===== src/rtl/seg_pkg.sv =====
// Shared types, constants and the leading-zero helper for the
// multiplexed 7-segment scan controller.
package seg_pkg;

  typedef enum logic [0:0] {
    GUARD = 1'b0,
    SHOW  = 1'b1
  } state_e;

  localparam int DIGIT_W    = 4;
  localparam int MAX_DIGITS = 8;

  localparam logic [MAX_DIGITS-1:0] ANODE_OFF = 8'hFF;
  localparam logic                  DP_OFF    = 1'b1;

  // Bit i is set when digit i and every digit above it are zero; digit 0 is never set.
  function automatic logic [MAX_DIGITS-1:0] lz_mask(
    input logic [DIGIT_W*MAX_DIGITS-1:0] shadow,
    input int                            num_digits
  );
    logic [MAX_DIGITS-1:0] mask;
    logic                  zero_run;
    mask     = {MAX_DIGITS{1'b0}};
    zero_run = 1'b1;
    for (int i = MAX_DIGITS - 1; i >= 1; i--) begin
      if (i < num_digits) begin
        zero_run = zero_run & (shadow[DIGIT_W*i +: DIGIT_W] == 4'd0);
        mask[i]  = zero_run;
      end else begin
        mask[i]  = 1'b0;
      end
    end
    return mask;
  endfunction

endpackage


===== src/rtl/seg_scan_timer.sv =====
// Loadable down-counter; tc is high while the count sits at zero.
module seg_scan_timer #(
  parameter int               CNT_W     = 17,
  parameter logic [CNT_W-1:0] RESET_VAL = {CNT_W{1'b0}}
) (
  input  logic             clk,
  input  logic             rst_n,
  input  logic             load,
  input  logic [CNT_W-1:0] load_val,
  output logic             tc
);

  logic [CNT_W-1:0] cnt_r;

  // Count down to zero and hold there until reloaded.
  always_ff @(posedge clk or negedge rst_n) begin
    if (!rst_n) begin
      cnt_r <= RESET_VAL;
    end else if (load) begin
      cnt_r <= load_val;
    end else if (cnt_r != {CNT_W{1'b0}}) begin
      cnt_r <= cnt_r - {{(CNT_W-1){1'b0}}, 1'b1};
    end else begin
      cnt_r <= cnt_r;
    end
  end

  assign tc = (cnt_r == {CNT_W{1'b0}});

endmodule


===== src/rtl/seg_scan_ctrl.sv =====
// Time-multiplexed 7-segment scan controller: double-buffered BCD digits,
// guard slots between digits, and optional leading-zero suppression.
module seg_scan_ctrl
  import seg_pkg::*;
#(
  parameter int NUM_DIGITS   = 4,
  parameter int REFRESH_DIV  = 100000,
  parameter int GUARD_CYCLES = 2000
) (
  input  logic                          clk,
  input  logic                          rst_n,
  input  logic [DIGIT_W*NUM_DIGITS-1:0] digits_in,
  input  logic [NUM_DIGITS-1:0]         dp_in,
  input  logic                          update,
  input  logic                          lz_en,
  output logic [DIGIT_W-1:0]            digit_code,
  output logic [NUM_DIGITS-1:0]         an_n,
  output logic                          dp_n,
  output logic                          frame_done
);

  localparam int CNT_MAX = (REFRESH_DIV > GUARD_CYCLES) ? REFRESH_DIV : GUARD_CYCLES;
  localparam int CNT_W   = $clog2(CNT_MAX) + 1;
  localparam int IDX_W   = $clog2(NUM_DIGITS);

  localparam logic [CNT_W-1:0]      GUARD_LOAD = CNT_W'(GUARD_CYCLES - 1);
  localparam logic [CNT_W-1:0]      SHOW_LOAD  = CNT_W'(REFRESH_DIV - 1);
  localparam logic [IDX_W-1:0]      LAST_IDX   = IDX_W'(NUM_DIGITS - 1);
  localparam logic [NUM_DIGITS-1:0] AN_OFF     = ANODE_OFF[NUM_DIGITS-1:0];

  typedef logic [NUM_DIGITS-1:0][DIGIT_W-1:0] digit_vec_t;

  state_e                  state_r, state_s;
  logic [IDX_W-1:0]        idx_r, idx_s;
  digit_vec_t              shadow_r, shadow_s, staging_r, staging_s;
  logic [NUM_DIGITS-1:0]   shadow_dp_r, shadow_dp_s, staging_dp_r, staging_dp_s;
  logic                    pending_r, pending_s;
  logic [DIGIT_W-1:0]      digit_code_r, digit_code_s;
  logic [NUM_DIGITS-1:0]   an_n_r, an_n_s, an_sel_s;
  logic                    dp_n_r, dp_n_s;
  logic                    frame_done_r, frame_end_s;
  logic                    tc_s;
  logic [CNT_W-1:0]        load_val_s;
  logic [MAX_DIGITS-1:0]   lz_mask_s;

  // The counter is reloaded on every state change, so each phase starts fresh.
  assign load_val_s = (state_r == GUARD) ? SHOW_LOAD : GUARD_LOAD;

  seg_scan_timer #(
    .CNT_W     (CNT_W),
    .RESET_VAL (GUARD_LOAD)
  ) u_timer (
    .clk      (clk),
    .rst_n    (rst_n),
    .load     (tc_s),
    .load_val (load_val_s),
    .tc       (tc_s)
  );

  assign lz_mask_s = lz_mask((DIGIT_W*MAX_DIGITS)'(shadow_r), NUM_DIGITS);
  assign an_sel_s  = ~({{(NUM_DIGITS-1){1'b0}}, 1'b1} << idx_r);

  // Slot sequencing and next values of the anode / decimal-point outputs.
  always_comb begin
    state_s     = state_r;
    idx_s       = idx_r;
    an_n_s      = an_n_r;
    dp_n_s      = dp_n_r;
    frame_end_s = 1'b0;
    case (state_r)
      GUARD: begin
        if (tc_s) begin
          state_s = SHOW;
          if (lz_en && lz_mask_s[idx_r]) begin
            an_n_s = AN_OFF;
            dp_n_s = DP_OFF;
          end else begin
            an_n_s = an_sel_s;
            dp_n_s = ~shadow_dp_r[idx_r];
          end
        end else begin
          an_n_s = AN_OFF;
          dp_n_s = DP_OFF;
        end
      end
      SHOW: begin
        if (tc_s) begin
          state_s     = GUARD;
          an_n_s      = AN_OFF;
          dp_n_s      = DP_OFF;
          frame_end_s = (idx_r == LAST_IDX);
          idx_s       = frame_end_s ? {IDX_W{1'b0}} : idx_r + IDX_W'(1'b1);
        end else begin
          an_n_s = an_n_r;
          dp_n_s = dp_n_r;
        end
      end
      default: begin
        state_s = GUARD;
        idx_s   = {IDX_W{1'b0}};
        an_n_s  = AN_OFF;
        dp_n_s  = DP_OFF;
      end
    endcase
  end

  // Double buffer: shadow only changes at frame end; an update on that cycle bypasses staging.
  always_comb begin
    shadow_s     = shadow_r;
    shadow_dp_s  = shadow_dp_r;
    staging_s    = staging_r;
    staging_dp_s = staging_dp_r;
    pending_s    = pending_r;
    if (frame_end_s) begin
      if (update) begin
        shadow_s    = digits_in;
        shadow_dp_s = dp_in;
      end else if (pending_r) begin
        shadow_s    = staging_r;
        shadow_dp_s = staging_dp_r;
      end else begin
        shadow_s    = shadow_r;
        shadow_dp_s = shadow_dp_r;
      end
      pending_s = 1'b0;
    end else if (update) begin
      staging_s    = digits_in;
      staging_dp_s = dp_in;
      pending_s    = 1'b1;
    end else begin
      pending_s = pending_r;
    end
    digit_code_s = shadow_s[idx_s];
  end

  // State, buffers and registered outputs.
  always_ff @(posedge clk or negedge rst_n) begin
    if (!rst_n) begin
      state_r      <= GUARD;
      idx_r        <= {IDX_W{1'b0}};
      shadow_r     <= {(DIGIT_W*NUM_DIGITS){1'b0}};
      shadow_dp_r  <= {NUM_DIGITS{1'b0}};
      staging_r    <= {(DIGIT_W*NUM_DIGITS){1'b0}};
      staging_dp_r <= {NUM_DIGITS{1'b0}};
      pending_r    <= 1'b0;
      digit_code_r <= {DIGIT_W{1'b0}};
      an_n_r       <= AN_OFF;
      dp_n_r       <= DP_OFF;
      frame_done_r <= 1'b0;
    end else begin
      state_r      <= state_s;
      idx_r        <= idx_s;
      shadow_r     <= shadow_s;
      shadow_dp_r  <= shadow_dp_s;
      staging_r    <= staging_s;
      staging_dp_r <= staging_dp_s;
      pending_r    <= pending_s;
      digit_code_r <= digit_code_s;
      an_n_r       <= an_n_s;
      dp_n_r       <= dp_n_s;
      frame_done_r <= frame_end_s;
    end
  end

  assign digit_code = digit_code_r;
  assign an_n       = an_n_r;
  assign dp_n       = dp_n_r;
  assign frame_done = frame_done_r;

endmodule


===== config.mk =====
export PLATFORM = sky130hd
export DESIGN_NAME = seg_scan_ctrl
export DESIGN_NICKNAME = d
export VERILOG_FILES = /design/src/rtl/seg_pkg.sv /design/src/rtl/seg_scan_timer.sv /design/src/rtl/seg_scan_ctrl.sv
export SDC_FILE = /design/constraint.sdc
export NUM_CORES = 1
export LEC_CHECK = 0
export BUFFER_PORTS_ARGS = -buffer_cell sky130_fd_sc_hd__clkbuf_2
export CAP_MARGIN = 15
export CELL_PAD_IN_SITES_DETAIL_PLACEMENT = 0
export CELL_PAD_IN_SITES_GLOBAL_PLACEMENT = 1
export CORE_MARGIN = 3
export CORE_UTILIZATION = 40
export DETAILED_ROUTE_END_ITERATION = 10
export GPL_ROUTABILITY_DRIVEN = 1
export MAX_ROUTING_LAYER = met4
export PLACE_DENSITY = 0.74
export SKIP_LAST_GASP = 1
export SLEW_MARGIN = 25
export SYNTH_ARGS = -nofsm -noshare
export SYNTH_HDL_FRONTEND = slang
export SYNTH_HIERARCHICAL = 1
export SYNTH_SLANG_ARGS = --single-unit

===== constraint.sdc =====
create_clock -name clk -period 6.6 [get_ports clk]
set_clock_uncertainty 0.15 [all_clocks]
set_input_delay 1.32 -clock clk [delete_from_list [all_inputs] [get_ports clk]]
set_output_delay 1.32 -clock clk [all_outputs]
set_load 0.01 [all_outputs]

==> After elaboration in Yosys (flattened, before gate mapping) <==
Cells that the tools add are included.
{ "totals": {"mem_bits_rw": 0, "rom_bits": 0, "latch_bits": 0, "n_memories": 0, "wordCells": 75, "input_bits": 24, "ff_bits": 72, "output_inout_bits": 10} }
{ "op_classes": {"magnitude_cmp": 3, "eq_ne": 2, "reduce_logical": 11, "n_mux": 32, "n_addsub": 2, "div": 0, "shifts": 1, "n_bitwise": 6, "n_mul": 0} }
{ "op_table": {"columns": ["operator", "count"], "rows": [
  ["16-bit 2-to-1 mux", 3],
  ["18-bit 2-to-1 mux", 2],
  ["4-bit 2-to-1 mux", 6],
  ["18-bit zero test", 1],
  ["18-bit nonzero test", 1],
  ["18-bit by 1-bit subtractor with 18-bit output (second input constant)", 1],
  ["17-bit 2-to-1 mux", 1],
  ["4-bit zero test", 3],
  ["1-bit 2-to-1 mux", 11],
  ["4-bit binary-select mux with 2-bit select", 1],
  ["4-bit case mux with 2 select lines", 1],
  ["2-bit by 3-bit < comparator with 1-bit output (second input constant)", 2],
  ["2-bit 2-to-1 mux", 3],
  ["2-bit nonzero test", 3],
  ["1-bit binary-select mux with 2-bit select", 2],
  ["2-bit by 4-bit < comparator with 1-bit output (second input constant)", 1],
  ["4-bit inverter", 1],
  ["1-bit case mux with 2 select lines", 2],
  ["2-bit AND reduction", 2],
  ["1-bit by 2-bit left shift with 4-bit output (first input constant)", 1],
  ["1-bit inverter", 3],
  ["2-bit by 1-bit adder with 2-bit output (second input constant)", 1],
  ["1-bit AND", 2],
  ["2-bit equality test (second input constant)", 1],
  ["2 further kinds", 2]
]} }

==> Depth between registers and ports, before layout <==
Gate-level depths: netlist (run 1).
{ "depth": {"ltp_word": 9, "mapped_depth": 11, "ltp_nobuf": 9} }

==> By module <==
Netlist (run 1), hierarchy kept.
{ "by_module_without_submodules": {"columns": ["mod", "instances", "area_each_um2", "seq_area_each_um2", "cells_per_inst"], "rows": [
  ["seg_scan_ctrl", 1, 2681.3, 1357.6, 224],
  ["seg_scan_timer", 1, 1152.4, 461.7, 127]
]} }

==> Worst setup path after synthesis (run 1) <==
OpenSTA, ideal clock, no wires.
{ "synth_path": {"kind": "register to register", "startpoint": "reg u_timer.cnt_r[16]", "endpoint": "reg staging_dp_r[0]", "setup_time_ns": 0.125, "path_stages_with_launch": 9, "arrival_time_ns": 2.427, "period_less_slack_ns": 2.702, "t_required_ns": 6.325, "n_path_buf": 2, "path_slack_ns": 3.898, "path_cell_list": "dfrtp_1 -> nor4_1 -> nand4_1 -> nor2_2 -> buf_4 -> nand3_4 -> nand2_1 -> buf_2 -> mux2_2"} }
{ "synth_via": {"elab_chain_cells": 5} }
{ "synth_rtl": {"columns": ["element", "line_no", "text"], "rows": [
  ["from (decl)", "seg_scan_timer.sv:13", "logic [CNT_W-1:0] cnt_r;"],
  ["from (signal assigned)", "seg_scan_timer.sv:20", "cnt_r <= load_val;"],
  ["from (signal assigned)", "seg_scan_timer.sv:22", "cnt_r <= cnt_r - {{(CNT_W-1){1'b0}}, 1'b1};"],
  ["from (signal assigned)", "seg_scan_timer.sv:24", "cnt_r <= cnt_r;"],
  ["18-bit zero test", "seg_scan_timer.sv:28", "assign tc = (cnt_r == {CNT_W{1'b0}});"],
  ["via tc_s", "seg_scan_ctrl.sv:42", "logic tc_s;"],
  ["1-bit 2-to-1 mux", "seg_scan_ctrl.sv:87", "if (tc_s) begin"],
  ["1-bit 2-to-1 mux", "seg_scan_ctrl.sv:70", "case (state_r)"],
  ["1-bit inverter (no source line)", null, null],
  ["2-bit AND reduction (no source line)", null, null],
  ["to (signal assigned)", "seg_scan_ctrl.sv:144", "staging_dp_r <= {NUM_DIGITS{1'b0}};"],
  ["to (signal assigned)", "seg_scan_ctrl.sv:156", "staging_dp_r <= staging_dp_s;"],
  ["to (decl)", "seg_scan_ctrl.sv:36", "logic [NUM_DIGITS-1:0] shadow_dp_r, shadow_dp_s, staging_dp_r, staging_dp_s;"]
]} }
The timed path passes the listed nets, and every way through them passes these cells.
A chain may end at the register's enable or synchronous reset.

==> Worst setup path after layout (run 1) <==
{ "layout_path": {"startpoint": "reg u_timer.cnt_r[16]", "endpoint": "reg staging_r[13] (netlist name)"} }
{ "layout_via": {"elab_chain_cells": 5} }
{ "layout_rtl": {"columns": ["element", "line_no", "text"], "rows": [
  ["18-bit zero test", "seg_scan_timer.sv:28", null],
  ["via tc_s", "seg_scan_ctrl.sv:42", null],
  ["1-bit 2-to-1 mux", "seg_scan_ctrl.sv:87", null],
  ["1-bit 2-to-1 mux", "seg_scan_ctrl.sv:70", null],
  ["1-bit inverter (no source line)", null, null],
  ["2-bit AND reduction (no source line)", null, null],
  ["to (signal assigned)", "seg_scan_ctrl.sv:143", "staging_r <= {(DIGIT_W*NUM_DIGITS){1'b0}};"],
  ["to (signal assigned)", "seg_scan_ctrl.sv:155", "staging_r <= staging_s;"],
  ["to (decl)", "seg_scan_ctrl.sv:35", "digit_vec_t shadow_r, shadow_s, staging_r, staging_s;"]
]} }
The timed path passes the listed nets, and every way through them passes these cells.

==> results.md, run 1 <==
* Status: finished, final reports clean
* Final Max Slew Viols at 0
* Sequential share of the synthesized area at 47.5%
* Post-CTS resize count at 0
* Sequential power share at 51.7%
* Antenna diodes at 0
* Vias in the first global route at 2840
* Largest cells by area after synthesis: dfrtp_1 (38%), dfstp_2 (9.6%), mux2_2 (5.9%)
* Drt wl/cell at 16.3 um
* Crit Path Class: reg -> reg
* DP HPWL at 5830 um
* Worst hold path type: reg -> reg
* DR DRC count at 0
* Max Clk Rate at 290 MHz
* Syn Area/Cell at 10.9 sq um
* Most common cell in the netlist: dfrtp_1
* Kind of end point of the critical path: flop
* Initial Utilization at 41.3%
* Hold Path Origin: an_n[0]
* Die area at 0.0108 sq mm
* Final setup fails at 0
* CTS Buf Count at 9
* CTS root buf: clkbuf_8
* Post-synth top area share at 37.9%
* Slew at the pin closest to its max-slew limit at 963 ps
* Startpoint Class: flop
* Layout cell share with drive strength beyond 1 at 24.4%
* Slew headroom at 35.6%
* FF-to-FF End: staging_r[13]
* Cts hold-fix bufs at 0
* Total GRT Usage at 17.2%
* Area of the multi-input gates at 0.00187 sq mm
* Reg2reg path depth at 6
* Gr ovfl total at 0
* Synth warn at 6
* Critical path arrival at 3520 ps
* VDD IR max at 0.000118 V
* Core Box Area at 0.00928 sq mm
* NetSw at 203 uW
* Hold depth at 2
* Clock Latency Late Sink at 350 ps
* TritonCTS Sinks at 72
* Final Critical Period at 3440 ps
* Maximum root-to-sink buffer count at 2
* Post-CTS Repair Setup Buffers at 0
* Cell taking the most area after synthesis: dfrtp_1
* Area after DPL at 0.00409 sq mm
* Min-Delay Endpoint: an_n[0]
* Total negative setup slack at 0 ps
* Period utilisation layout at 52.2%
* Worst-path fanout max at 20
* PortBufs at 33
* 1st-iter DRT viols at 152
* I/O pins at 34
* Gpl congestion at 0.847
* Final Hold Vio Count at 0
* PwrDens at 206 mW/mm^2
* Netlist cell types at 59
* Number of enable flip-flop cells after synthesis at 0
* Post-synthesis cell count at 351
* Chip Height at 104 um
* DR pass1 iterations at 4
* Seq cells post-synth at 72
* Initial antenna violation count at 0
* Design area at 0.00431 sq mm
* Num rows at 35
* Die width at 104 um
* H-tree depth at 3
* Leakage power at 0.00178 uW
* RSZ-0062 raised after global routing: false
* Switching Fraction at 22.8%
* Largest net degree at the start of global routing at 73
* First-pass GRT wire length at 14600 um
* Combinational share of power at 4.5%
* Internal power at 687 uW
* Synthesized area at 0.00383 sq mm
* Post-route antenna net violation count at 0
* Via count at 2877
* Drt total wl at 8530 um
* Ys async rst share at 100%
* Commonest cells in the netlist: dfrtp_1 (58), a21oi_1 (20), mux2_2 (20), nand3_1 (20)
* CTS clk-pin slew, worst paths at 80 ps
* Worst R2R Setup Slack at 3160 ps
* Fill cells at 925
* Post-DR vias/cell at 5.50
* Max_cap viols at 0
* Reg-to-reg startpoint: u_timer/cnt_r[16]
* Nets@finish at 419
* Storage cell area at 0.00182 sq mm
* Top_reg_cell synth: dfrtp_1
* CTS tree: built
* Area Overhead vs Synth at 12.5%
* Clk pwr share at 43.7%
* Critical path data required time at 6680 ps
-- power groups by stage --
| stage | clock [uW] | combinational, uW | sequential, uW |
|---|---|---|---|
| floorplan | 0 | 20.7 | 466 |
| global route | 421 | 45.8 | 462 |
| detailed placement | 0 | 41.6 | 468 |
| CTS | 399 | 41.5 | 460 |
| global placement | 0 | 40.5 | 468 |
| finish | 389 | 40.4 | 460 |
-- through the flow --
stage | power, uW | hold slack, ps | util (%) | setup WS (ps) | std cells
3_3_place_gp | 509 | 321 | 44.1 | 3370 | 507
3_5_place_dp | 510 | 324 | 44.1 | 3250 | 507
4_1_cts | 901 | 336 | 46.5 | 3220 | 523
5_1_grt | 929 | 352 | 46.5 | 2890 | 523
2_1_floorplan | 487 | 320 | - | 3900 | 362
6_report | 890 | 323 | 46.5 | 3160 | 523
-- critical path, cell delays in order, from the launching register on --
cell and delay, ps:
dfrtp_1 420, nor4_1 620, nand4_1 440, nor2_4 230
nand3_4 230, nand2_1 810, mux2_2 420
-- cell families (layout without fill, tap and decap cells) --
group           after synthesis  after routing  synth area share [%]
mux                          22             22                  6.72
xor+xnor                      8              8                  1.83
compound gates               93             93                  18.8
fa+ha+maj                     6              6                  1.96
other cells                   2             13                 0.196
buf+inv                      35             67                  4.90
simple gates                113            113                  18.1
flops                        72             72                  47.5
-- flip-flops by register name (all words and copies together), names as in the netlist --
register       cells
idx_r              2
frame_done         1
shadow_dp_r        4
u_timer/cnt_r     18
state_r            1
staging_r         16
shadow_r          16
digit_code         4
pending_r          1
dp_n               1
an_n               4
staging_dp_r       4
-- metal layers --
layer	up-vias	share of wire, %	track usage, %	wire length (um)
met4	0	0.96	3.42	82
met3	7	4.4	4.28	379
met1	1413	50	25.0	4270
met5	-	0	-	0
li1	1390	-	-	-
met2	67	45	24.5	3800
-- cell usage in the layout (no fill, tap or decap), drive strengths merged, types with 3 or more instances in the layout --
| cell | synthesis | routed |
|---|---|---|
| a21oi | 20 | 20 |
| nand2 | 16 | 16 |
| o211a | 3 | 3 |
| xor2 | 5 | 5 |
| xnor2 | 3 | 3 |
| nor2b | 4 | 4 |
| ha | 6 | 6 |
| nand3b | 4 | 4 |
| and3 | 3 | 3 |
| dfstp | 14 | 14 |
| nand2b | 3 | 3 |
| o32a | 15 | 15 |
| nand4 | 8 | 8 |
| dfrtp | 58 | 58 |
| clkbuf | 4 | 42 |
| nor4 | 8 | 8 |
| nand3 | 21 | 21 |
| o31ai | 12 | 12 |
| o22ai | 5 | 5 |
| nor2 | 10 | 10 |
| and2 | 16 | 16 |
| o21ai | 5 | 5 |
| or3 | 3 | 3 |
| mux2 | 20 | 20 |
| inv | 16 | 17 |
| nor3 | 9 | 9 |
| conb | 2 | 13 |
| o22a | 16 | 16 |
-- cell type report --
| cell class | instances | share of cell area [%] |
|---|---|---|
| clock inverter | 6 | 2.15 |
| sequential | 72 | 42.2 |
| inverter | 17 | 1.48 |
| tap | 129 | 3.74 |
| timing repair buffer | 34 | 4.06 |
| multi-input combinational | 255 | 43.4 |
| clock buffer | 10 | 2.96 |
-- worst max path at each step --
stage	start	slack, ps	to
global placement	u_timer/cnt_r[16]	3370	u_timer/cnt_r[15]
CTS	u_timer/cnt_r[16]	3220	u_timer/cnt_r[15]
global route	u_timer/cnt_r[13]	2890	u_timer/cnt_r[15]
detailed placement	u_timer/cnt_r[16]	3250	staging_r[10]
finish	u_timer/cnt_r[16]	3160	staging_r[13]
floorplan	u_timer/cnt_r[16]	3900	staging_dp_r[0]
Power figures use the tool's default switching activity.
==> run 2: changes to the inputs <==
==> constraint.sdc (replaced) <==
create_clock -name clk -period 3.3 [get_ports clk]
set_clock_uncertainty 0.15 [all_clocks]
set_input_delay 0.66 -clock clk [delete_from_list [all_inputs] [get_ports clk]]
set_output_delay 0.66 -clock clk [all_outputs]
set_load 0.01 [all_outputs]
==> run 2 against run 1 <==
Net effect:
- global-route usage increased by 0.67 points
- final area increased by 1.8%
- power increased by 100%
- critical endpoint is now digit_code[0]
- largest cell class unchanged
- largest power group unchanged
==> results.md, run 2 (synthesis gave the netlist of run 1 again) <==
* Status: finished, final reports clean
* CTS Buf Count at 9 (unchanged)
* Top Registers: u_timer/cnt_r (18), shadow_r (16), staging_r (16)
* Period utilisation layout at 81.6% (+29 points)
* Antenna diodes at 0 (unchanged)
* Top delay family on crit path: simple AND/OR/NAND/NOR gates
* Inst Count DP at 517 (+2.0%)
* Worst R2R Setup Slack at 610 ps (-2550 ps)
* I/O pins at 34 (unchanged)
* Die width at 104 um (unchanged)
* Fill cells at 897 (-3.0%)
* Setup WS pre-CTS at 640 ps (-2610 ps)
* Post-CTS resize count at 0 (unchanged)
* Layout cell share with drive strength beyond 1 at 26.2% (+1.9 points)
* Nets@finish at 429 (+2.4%)
* Slew at the pin closest to its max-slew limit at 923 ps (-40.5 ps)
* Clock Latency Late Sink at 350 ps (about the same)
* Slew headroom at 38.5% (+2.9 points)
* Maximum root-to-sink buffer count at 2 (unchanged)
* Die area at 0.0108 sq mm (unchanged)
* Via count at 2930 (+1.8%)
* Reg-to-reg startpoint: u_timer/cnt_r[16]
* Num rows at 35 (unchanged)
* Startpoint Class: flop
* Core Box Area at 0.00928 sq mm (unchanged)
* CP bufs+invs at 3 (+3)
* Initial antenna violation count at 0 (unchanged)
* FF-to-FF End: digit_code[0]
* First-pass GRT wire length at 15100 um (+3.6%)
* DR pass1 iterations at 4 (unchanged)
* Drt total wl at 8830 um (+3.6%)
* PwrDens at 406 mW/mm^2 (+97%)
* DP HPWL at 6000 um (+2.9%)
* CTS root buf: clkbuf_8
* Worst hold path type: in -> async
* Critical path data required time at 3430 ps (-3250 ps)
* Final Critical Period at 2690 ps (-752 ps)
* Post-DR vias/cell at 5.50 (about the same)
* Gpl congestion at 0.848 (+0.12%)
* Area after DPL at 0.00417 sq mm (+1.8%)
* Cts hold-fix bufs at 0 (unchanged)
* Initial Utilization at 41.3% (unchanged)
* Final Max Slew Viols at 0 (unchanged)
* Vias in the first global route at 3007 (+5.9%)
* Gr ovfl total at 0 (unchanged)
* Most frequent cells in the layout: dfrtp_1 (58), clkbuf_2 (32), a21oi_1 (20), nand3_1 (20), mux2_2 (20)
* Crit Path Class: reg -> reg
* Kind of end point of the critical path: flop
* CTS tree: built
* Total GRT Usage at 17.8% (+0.67 points)
* Final setup fails at 0 (unchanged)
* Clk pwr share at 43.8% (about the same)
* Total negative setup slack at 0 ps (unchanged)
* Max Clk Rate at 371 MHz (+28%)
* Drt wl/cell at 16.6 um (+1.6%)
* Area Overhead vs Synth at 14.5%
* Leakage power at 0.00183 uW (+2.9%)
* Max_cap viols at 0 (unchanged)
* Chip Height at 104 um (unchanged)
* TritonCTS Sinks at 72 (unchanged)
* Post-CTS Repair Setup Buffers at 0 (unchanged)
* Worst-path fanout max at 14 (-30%)
* Internal power at 1370 uW (+100%)
* NetSw at 409 uW (+100%)
* Reg2reg path depth at 10 (+4)
* Post-route antenna net violation count at 0 (unchanged)
* 1st-iter DRT viols at 139 (-8.6%)
* Largest net degree at the start of global routing at 73 (unchanged)
* Sequential power share at 51.7% (about the same)
* DR DRC count at 0 (unchanged)
* Reg with most FFs: u_timer/cnt_r
* CTS clk-pin slew, worst paths at 80 ps (about the same)
* CP cell instances: nor4_1 > buf_4 > nand4_1 > nor2_4 > nand3_4 > inv_2 > buf_4 > o22a_1 > nand3_1 > nand4_1
* Final Hold Vio Count at 0 (unchanged)
* PnR worst setup slack at 608 ps (-2550 ps)
* Largest register FFs at 18 (unchanged)
* Commonest non-fill, non-tap cell in the layout: dfrtp_1
* PnR Total Power at 1780 uW (+100%)
* Switching Fraction at 22.9% (+0.17 points)
* PortBufs at 33 (unchanged)
* Post-route insts no fill at 533 (+1.9%)
* Critical path arrival at 2820 ps (-700 ps)
* Design area at 0.00439 sq mm (+1.8%)
* Delay of the slowest critical-path stage at 410 ps (-400 ps)
* VDD IR max at 0.000229 V (+93%)
* H-tree depth at 3 (unchanged)
* Slowest cell on the critical path: dfrtp_1
* Combinational share of power at 4.6% (about the same)
* RSZ-0062 raised after global routing: false
[run 2: per-stage QoR]
stage,hold WS (ps),util [%]
after detailed placement,324,44.9
after CTS,336,47.3
after global routing,343,47.3
final,283,47.3
after global placement,330,44.9
after floorplan,214,-
[run 2: power by group through the flow]
| stage | Combinational (uW) | Clock, uW | Sequential, uW |
|---|---|---|---|
| 2_1_floorplan | 41.4 | 0 | 933 |
| 3_3_place_gp | 81.4 | 0 | 937 |
| 3_5_place_dp | 83.7 | 0 | 938 |
| 4_1_cts | 83.9 | 799 | 921 |
| 5_1_grt | 91.2 | 851 | 924 |
| 6_report | 81.3 | 781 | 922 |
[run 2: worst max-delay path by stage]
stage / cells after the start / end / startpoint / slack (ps)
CTS: 10 / digit_code[0] / u_timer/cnt_r[16] / 620
global route: 10 / dp_n / u_timer/cnt_r[16] / 410
floorplan: 8 / staging_dp_r[0] / u_timer/cnt_r[16] / 600
detailed placement: 10 / digit_code[0] / u_timer/cnt_r[16] / 640
finish: 10 / digit_code[0] / u_timer/cnt_r[16] / 610
global placement: 10 / digit_code[0] / u_timer/cnt_r[16] / 660
[run 2: layout make-up]
cell class                      count  area, sq um  share of cell area (%)
Multi-Input combinational cell    255         1870                    42.7
Timing Repair Buffer               44          250                    5.70
Tap cell                          129          161                    3.68
Clock buffer                       10          128                    2.91
Inverter                           17         63.8                    1.45
Clock inverter                      6         93.8                    2.14
Sequential cell                    72         1820                    41.4
[run 2: layer usage]
layer | vias to the layer above | wire length (um) | track usage [%]
met3 | 10 | 431 | 4.22
met1 | 1446 | 4440 | 26.0
met2 | 65 | 3840 | 24.5
met4 | 0 | 120 | 5.79
li1 | 1409 | - | -
met5 | - | 0 | -
